===== config.mk =====
export PLATFORM = sky130hd
export DESIGN_NAME = mem_copy_engine
export DESIGN_NICKNAME = d
export VERILOG_FILES = /design/src/rtl/mem_copy_engine.sv
export SDC_FILE = /design/constraint.sdc
export NUM_CORES = 1
export LEC_CHECK = 0
export CELL_PAD_IN_SITES_DETAIL_PLACEMENT = 1
export CELL_PAD_IN_SITES_GLOBAL_PLACEMENT = 2
export CORE_MARGIN = 2
export CORE_UTILIZATION = 39
export CTS_CLUSTER_DIAMETER = 200
export DETAILED_ROUTE_END_ITERATION = 6
export DONT_BUFFER_PORTS = 1
export MAX_ROUTING_LAYER = met4
export PLACE_DENSITY = 0.85
export REMOVE_ABC_BUFFERS = 1
export SLEW_MARGIN = 20
export SYNTH_ARGS = -nofsm -noshare
export SYNTH_HDL_FRONTEND = slang
export SYNTH_SLANG_ARGS = --single-unit
export TNS_END_PERCENT = 20

===== constraint.sdc =====
create_clock -name CLK -period 6.8 [get_ports CLK]
set_input_delay 1.7 -clock CLK [delete_from_list [all_inputs] [get_ports CLK]]
set_output_delay 1.7 -clock CLK [all_outputs]
set_load 0.005 [all_outputs]

===== src/rtl/mem_copy_engine.sv =====
`timescale 1ns/1ps
// Word-copy initiator on the 68-bit put/get memory protocol: read one word, write it, repeat.
// Define MEM_COPY_CHECKSUM_EN to add the running 32-bit checksum output of all words read.
module mem_copy_engine #(
  parameter int          LEN_WIDTH = 16,
  parameter logic [31:0] MEM_BYTES = 32'h00010000
) (
  input  logic                 CLK,
  input  logic                 RST_N,
  input  logic                 cmd_enable,
  output logic                 cmd_ready,
  input  logic [31:0]          cmd_src,
  input  logic [31:0]          cmd_dst,
  input  logic [LEN_WIDTH-1:0] cmd_len,
  output logic                 mem_put_enable,
  input  logic                 mem_put_ready,
  output logic [67:0]          mem_put_request,
  output logic                 mem_get_enable,
  input  logic                 mem_get_ready,
  input  logic [67:0]          mem_get_response,
  output logic                 busy,
  output logic                 done,
  output logic                 err,
  output logic [LEN_WIDTH-1:0] words_done
`ifdef MEM_COPY_CHECKSUM_EN
  ,
  output logic [31:0]          checksum
`endif
);

  typedef enum logic [2:0] {
    IDLE   = 3'd0,
    RD_REQ = 3'd1,
    RD_RSP = 3'd2,
    WR_REQ = 3'd3,
    WR_RSP = 3'd4,
    DONE   = 3'd5
  } state_t;

  state_t               state_r;
  logic [31:0]          rd_addr_r;
  logic [31:0]          wr_addr_r;
  logic [31:0]          buf_r;
  logic [LEN_WIDTH-1:0] len_r;
  logic [LEN_WIDTH-1:0] words_done_r;
  logic                 err_r;
  logic                 busy_r;
  logic                 done_r;

  logic                 put_req_s;
  logic                 get_req_s;
  logic [67:0]          req_s;
  logic [32:0]          len_bytes_s;
  logic [32:0]          src_end_s;
  logic [32:0]          dst_end_s;
  logic                 cmd_bad_s;
  logic [3:0]           rsp_be_s;
  logic [31:0]          rsp_addr_s;
  logic [31:0]          rsp_data_s;
  logic                 rd_ok_s;
  logic                 wr_ok_s;
  logic                 last_s;

  // Request phase decode: the request word is held stable for the whole REQ state.
  always_comb begin
    put_req_s = 1'b0;
    get_req_s = 1'b0;
    req_s     = 68'h0;
    case (state_r)
      RD_REQ: begin
        put_req_s = 1'b1;
        req_s     = {4'b0000, rd_addr_r, 32'h0000_0000};
      end
      RD_RSP: get_req_s = 1'b1;
      WR_REQ: begin
        put_req_s = 1'b1;
        req_s     = {4'b1111, wr_addr_r, buf_r};
      end
      WR_RSP: get_req_s = 1'b1;
      default: begin
        put_req_s = 1'b0;
        get_req_s = 1'b0;
        req_s     = 68'h0;
      end
    endcase
  end

  assign cmd_ready       = RST_N && (state_r == IDLE);
  assign mem_put_enable  = RST_N && put_req_s && mem_put_ready;
  assign mem_put_request = RST_N ? req_s : 68'h0;
  assign mem_get_enable  = RST_N && get_req_s && mem_get_ready;

  // 33-bit end addresses so a range running past 4 GiB cannot wrap into a legal one
  assign len_bytes_s = 33'(cmd_len) << 2;
  assign src_end_s   = {1'b0, cmd_src} + len_bytes_s;
  assign dst_end_s   = {1'b0, cmd_dst} + len_bytes_s;
  assign cmd_bad_s   = (cmd_src[1:0] != 2'b00) || (cmd_dst[1:0] != 2'b00) ||
                       (src_end_s > {1'b0, MEM_BYTES}) || (dst_end_s > {1'b0, MEM_BYTES});

  assign rsp_be_s   = mem_get_response[67:64];
  assign rsp_addr_s = mem_get_response[63:32];
  assign rsp_data_s = mem_get_response[31:0];
  assign rd_ok_s    = (rsp_be_s == 4'b0000) && (rsp_addr_s == rd_addr_r);
  assign wr_ok_s    = (rsp_be_s == 4'b1111) && (rsp_addr_s == wr_addr_r);
  assign last_s     = (words_done_r + LEN_WIDTH'(1)) == len_r;

  // Copy sequencer with registered status outputs
  always_ff @(posedge CLK) begin
    if (!RST_N) begin
      state_r      <= IDLE;
      rd_addr_r    <= 32'h0;
      wr_addr_r    <= 32'h0;
      buf_r        <= 32'h0;
      len_r        <= '0;
      words_done_r <= '0;
      err_r        <= 1'b0;
      busy_r       <= 1'b0;
      done_r       <= 1'b0;
    end else begin
      case (state_r)
        IDLE: begin
          if (cmd_enable) begin
            rd_addr_r    <= cmd_src;
            wr_addr_r    <= cmd_dst;
            len_r        <= cmd_len;
            words_done_r <= '0;
            busy_r       <= 1'b1;
            if (cmd_len == '0) begin
              err_r   <= 1'b0;
              done_r  <= 1'b1;
              state_r <= DONE;
            end else if (cmd_bad_s) begin
              err_r   <= 1'b1;
              done_r  <= 1'b1;
              state_r <= DONE;
            end else begin
              err_r   <= 1'b0;
              state_r <= RD_REQ;
            end
          end
        end
        RD_REQ: begin
          if (mem_put_enable) state_r <= RD_RSP;
        end
        RD_RSP: begin
          if (mem_get_enable) begin
            if (!rd_ok_s) begin
              err_r   <= 1'b1;
              done_r  <= 1'b1;
              state_r <= DONE;
            end else begin
              buf_r   <= rsp_data_s;
              state_r <= WR_REQ;
            end
          end
        end
        WR_REQ: begin
          if (mem_put_enable) state_r <= WR_RSP;
        end
        WR_RSP: begin
          if (mem_get_enable) begin
            if (!wr_ok_s) begin
              err_r   <= 1'b1;
              done_r  <= 1'b1;
              state_r <= DONE;
            end else begin
              words_done_r <= words_done_r + LEN_WIDTH'(1);
              rd_addr_r    <= rd_addr_r + 32'd4;
              wr_addr_r    <= wr_addr_r + 32'd4;
              if (last_s) begin
                done_r  <= 1'b1;
                state_r <= DONE;
              end else begin
                state_r <= RD_REQ;
              end
            end
          end
        end
        DONE: begin
          done_r  <= 1'b0;
          busy_r  <= 1'b0;
          state_r <= IDLE;
        end
        default: begin
          done_r  <= 1'b0;
          busy_r  <= 1'b0;
          state_r <= IDLE;
        end
      endcase
    end
  end

  assign busy       = busy_r;
  assign done       = done_r;
  assign err        = err_r;
  assign words_done = words_done_r;

`ifdef MEM_COPY_CHECKSUM_EN
  logic [31:0] checksum_r;

  // Sum of every accepted read word of the current command; holds after completion
  always_ff @(posedge CLK) begin
    if (!RST_N) begin
      checksum_r <= 32'h0;
    end else if (cmd_ready && cmd_enable) begin
      checksum_r <= 32'h0;
    end else if ((state_r == RD_RSP) && mem_get_enable && rd_ok_s) begin
      checksum_r <= checksum_r + rsp_data_s;
    end else begin
      checksum_r <= checksum_r;
    end
  end

  assign checksum = checksum_r;
`endif

endmodule


# Yosys cells after proc, flatten, opt, wreduce, memory -nomap -nowiden

Index checks and enable logic that the tools add are counted.

Flip-flop bits (word level): 134
Input bits: 153
Logic and storage cells: 107

Add/sub/neg operators: 5
Magnitude comparators: 2
Equality and inequality tests: 18
Muxes and demuxes: 44
Bitwise logic cells: 2
Reductions and logical operators: 27

Operators by type and width:

| kind                                                             | number |
|---|---|
| 2-to-1 mux 32 bit                                                | 6 |
| one-hot mux 68 bit (2 select lines)                              | 1 |
| one-hot mux 32 bit (2 select lines)                              | 2 |
| 2-to-1 mux 68 bit                                                | 1 |
| adder 32 x 18 -> 33 bit                                          | 2 |
| greater-than comparator 33 x 17 -> 1 bit (second input constant) | 2 |
| adder 32 x 3 -> 32 bit (second input constant)                   | 2 |
| == test 32 bit                                                   | 2 |
| 2-to-1 mux 16 bit                                                | 3 |
| one-hot mux 16 bit (2 select lines)                              | 1 |
| 2-to-1 mux 3 bit                                                 | 10 |
| adder 16 x 1 -> 16 bit (second input constant)                   | 1 |
| == test 16 bit                                                   | 1 |
| logical NOT 16 bit                                               | 1 |
| 2-to-1 mux 1 bit                                                 | 16 |
| inequality test 2 bit (second input constant)                    | 8 |
| one-hot mux 3 bit (5 select lines)                               | 1 |
| logical AND 1 bit                                                | 7 |
| AND reduction 7 bit                                              | 1 |
| == test 3 x 2 -> 1 bit (second input constant)                   | 2 |
| AND reduction 6 bit                                              | 1 |
| nonzero test 2 bit                                               | 3 |
| AND reduction 5 bit                                              | 1 |
| == test 4 bit (second input constant)                            | 1 |
| other kinds (17)                                                 | 22 |

# Longest topological paths before layout

Word-level depth: 8
Mapped depth: 13

# Worst setup path before layout

OpenSTA, ideal clock, no wires.

Path type: input port to flip-flop
Start point: in cmd_dst[2]
End point: reg done_r (netlist: done)
Setup time: 0.115 ns
Arrival time: 4.608 ns
Setup slack: 2.078 ns
Cell stages on the path: 13
Path buffers: 0
Cells stage by stage: ha_1 inv_1 fa_1 nand2b_1 a21oi_2 o211ai_1 nand3_1 nor2_1 or4_1 or4_1 nor4_2 nand3_1 o21a_1

Word-level cells in the longest chain between the ends: 5

RTL lines:

| item                                     | line | RTL |
|---|---|---|
| from (decl)                              | 13   | `input logic [31:0] cmd_dst,` |
| adder 32 x 18 -> 33 bit                  | 96   | `assign dst_end_s = {1'b0, cmd_dst} + len_bytes_s;` |
| greater-than comparator 33 x 17 -> 1 bit | 98   | `(src_end_s > {1'b0, MEM_BYTES}) \|\| (dst_end_s > {1'b0, MEM_BYTES});` |
| logical OR 1 bit                         | 98   |  |
| inequality test 3 x 2 -> 1 bit (no line) | n/a  |  |
| AND reduction 7 bit (no line)            | n/a  |  |
| to (signal assigned)                     | 118  | `done_r <= 1'b0;` |
| to (signal assigned)                     | 130  | `done_r <= 1'b1;` |
| to (signal assigned)                     | 134  | `done_r <= 1'b1;` |
| to (decl)                                | 48   | `logic done_r;` |

No other way between the ends.
A chain may end at the register's enable or synchronous reset.

# Final worst setup path

Start point: in cmd_src[2]
End point: reg err_r (netlist: err)

Word-level cells in the longest chain between the ends: 8

RTL lines:

| item                                     | line | RTL |
|---|---|---|
| from (decl)                              | 12   | `input logic [31:0] cmd_src,` |
| adder 32 x 18 -> 33 bit                  | 95   | `assign src_end_s = {1'b0, cmd_src} + len_bytes_s;` |
| greater-than comparator 33 x 17 -> 1 bit | 98   |  |
| logical OR 1 bit                         | 97   | `assign cmd_bad_s = (cmd_src[1:0] != 2'b00) \|\| (cmd_dst[1:0] != 2'b00) \|\|` |
| logical OR 1 bit                         | 98   |  |
| 2-to-1 mux 1 bit                         | 132  | `end else if (cmd_bad_s) begin` |
| 2-to-1 mux 1 bit                         | 128  | `if (cmd_len == '0) begin` |
| 2-to-1 mux 1 bit                         | 122  | `if (cmd_enable) begin` |
| one-hot mux 1 bit (3 select lines)       | 120  | `case (state_r)` |
| to (signal assigned)                     | 129  | `err_r <= 1'b0;` |
| to (signal assigned)                     | 133  | `err_r <= 1'b1;` |
| to (signal assigned)                     | 137  | `err_r <= 1'b0;` |
| to (decl)                                | 46   | `logic err_r;` |

No other way between the ends. The select of a mux whose other input is x is not followed.

==> flow_metrics.tcl <==
set metrics [dict create \
    status "finished clean" \
    async_reset_ff_share_pct 0 \
    cts_max_path_buffers 2 \
    synthFlopType "dfxtp_1" \
    arrival_ps 5310 \
    clk_pin_slew_ps 60 \
    rr_startpoint "words_done[0]" \
    fp-row-count 62 \
    critical_path_required_ps 7130 \
    postRouteAntennaNets 0 \
    ys.warnings.count 0 \
    crit_path_end_kind "register" \
    power_mw 3.348 \
    drv_cap 0 \
    grt_max_degree 71 \
    use_met3_pct 7.641 \
    synth_top_area_cell "dfxtp_1" \
    die-height_um 175.9 \
    vias 12412 \
    ios 243 \
    gp_congestion 0.9351 \
    tightest_slew_ps 1002 \
    drt-wirelength-per-cell_um 24.67 \
    hold_path_class "reg -> reg" \
    cts_tree "done" \
    synth_cell_types 83 \
    fin_skew_ps 8.850 \
    postCtsResizedCells 0 \
    finalSetupViolCount 0 \
    dieArea_um2 30940 \
    switching_share_pct 41.49 \
    rsz0062_at_grt "no" \
    grt_pass1_vias 12268 \
    avgSynthCellArea_um2 6.950 \
    synth_edf_count 0 \
    dp_hpwl_um 36960 \
    r2r_end "done" \
    grt.overflow.total 0 \
    r2r_cells 10 \
    dieWidth_um 175.9 \
    internal-power_mw 1.959 \
    cts_hold_buf 0 \
    seq_power_share_pct 33.1 \
    cp_max_fo 3 \
    grtUsageTotal_pct 31.44 \
    layout_common_cells "nand2_1 (247), a21oi_1 (180), nor2_1 (169)" \
    syn_inst 1658 \
    p_comb_share_pct 36.6 \
    core_um2 28940 \
    cts_root_buffer "clkbuf_16" \
    hold_viol_final 0 \
    cts_buffers 17 \
    final_util_pct 42.01 \
    fmax_ghz 0.2011 \
    irDropWorstVdd_uv 149.4 \
    antenna_found_initial 1 \
    maxSlewViolCount 0 \
    power_density_nw_per_um2 275.4 \
    clk_latency_ps 440 \
    netSwitchingPower_mw 1.389 \
    post-cts-setup-buffers 0 \
    yosysSeqAreaShare_pct 23.28 \
    finalCriticalPeriod_ps 4973 \
    whs_path_depth 2 \
    cts_sinks 134 \
    grt_pass1_wl_um 72800 \
    p_clk_share_pct 30.2 \
    drive_above_1_share_pct 5.273 \
    reg2reg_slack_ps 3200 \
    fin_nets 1751 \
    firstDrtPassIters 7 \
    drt_iter0_drc 1132 \
    wl_um 48320 \
    critPathKind "in -> reg" \
    grtUsageMet2_pct 50.08 \
    layout_commonest_cell "nand2_1" \
    gr-usage-met1_pct 38.99 \
    crit_path_start_kind "primary input" \
    htree_levels 4 \
    yosys-top-cells-area "dfxtp_1 (23%), nand2_1 (8.1%), a21oi_1 (7.8%), nor2_1 (5.5%), xnor2_1 (4.4%)" \
    ys_seq_elements 134 \
    drc 0 \
    finalCritPeriodShare_pct 73.13 \
    syn_area_um2 11520 \
    p_leak_nw 4.128 \
    avgViaCountPerCell 6.336 \
    slew_headroom_pct 33.23 \
    start_util_pct 39.82 \
    fin_tns_setup_ps 0 \
    port_buffers 0 \
    synth_top_area_share_pct 23.28 \
    worstHoldStart "buf_r[26]" \
    syn2layout_area_growth_pct 5.506 \
    min_delay_worst_endpoint "buf_r[26]" \
    grt.busiest_layer "met2" \
]
-- kinds of logic (layout without fill, tap and decap cells) --
| group | count (synthesis) | after routing | synth area share [%] |
|---|---|---|---|
| compound gates | 453 | 453 | 24.25 |
| xor+xnor | 100 | 100 | 7.601 |
| buf+inv | 144 | 60 | 5.679 |
| flops | 134 | 134 | 23.28 |
| other cells | 0 | 1 | 0 |
| mux | 42 | 42 | 3.670 |
| fa+ha+maj | 37 | 37 | 4.148 |
| simple gates | 748 | 748 | 31.37 |
-- layout make-up --
class,count,area [um^2]
Clock inverter,12,176.4
Sequential cell,134,2684
Inverter,19,72.57
Antenna cell,1,2.502
Tap cell,384,480.5
Clock buffer,20,456.7
Timing Repair Buffer,9,67.56
Multi-Input combinational cell,1380,8217
Fill cell,3649,16780
-- registers in the layout, indices dropped and copies added (netlist names) --
register,flops
words_done,16
busy,1
done,1
len_r,16
buf_r,32
err,1
state_r,3
rd_addr_r,32
wr_addr_r,32
-- worst max-delay path: stages --
cell and delay, ps:
ha_1 250, fa_1 450, nor4_1 280, o21ai_0 150
nor4_1 350, o2111ai_1 180, nor4_1 340, a41oi_1 240
or4_1 600, a211oi_1 270, nand3_1 240, o21a_1 240
-- synth_stat cells, drive strengths merged, types with 12 or more instances --
master / count
and3: 37
xor2: 42
xnor2: 58
o211ai: 13
a31oi: 16
inv: 19
clkbuf: 108
nand4: 47
o21a: 12
o21ai: 98
nor4: 25
ha: 35
nor2: 169
mux2i: 40
a211oi: 25
nand3: 57
and2: 46
or3: 18
dfxtp: 134
buf: 15
nor3: 36
nand2: 249
o31ai: 14
a21oi: 181
-- power by group through the flow --
stage                     logic (mW)  registers [mW]  clock network (mW)
after floorplan                0.869            1.05                   0
after global placement          1.18            1.11                   0
after detailed placement        1.20            1.12                   0
after CTS                       1.21            1.10                1.03
after global routing            1.35            1.12                1.06
final                           1.23            1.11                1.01
-- how the worst max path moves through the flow --
stage / startpoint / endpoint / slack, ps / depth (start not counted)
after floorplan: mem_get_response[49] / words_done[15] / 1810 / 10
after global placement: cmd_src[2] / done / 1590 / 12
after detailed placement: cmd_src[2] / err / 1450 / 12
after CTS: cmd_src[2] / err / 1930 / 12
after global routing: cmd_dst[2] / done / 1670 / 13
final: cmd_src[2] / err / 1830 / 12
-- per-layer routing --
metal | vias to the layer above | wire [um]
met5 | - | 0
met4 | 0 | 1390
met3 | 74 | 3708
met2 | 444 | 22200
met1 | 6112 | 21030
li1 | 5782 | -
-- stage by stage --
step / cell area (um^2) / instances / setup slack [ps] / hold WS [ps]
after global placement: 11510 / 1926 / 1585 / 433.5
after floorplan: 10940 / 1533 / 1811 / 427.3
final: 12160 / 1959 / 1827 / 447.6
after CTS: 12150 / 1958 / 1935 / 449.7
after detailed placement: 11520 / 1926 / 1453 / 441.8
after global routing: 12160 / 1959 / 1671 / 469.3
Note: power is estimated with default switching activity, not from simulation.
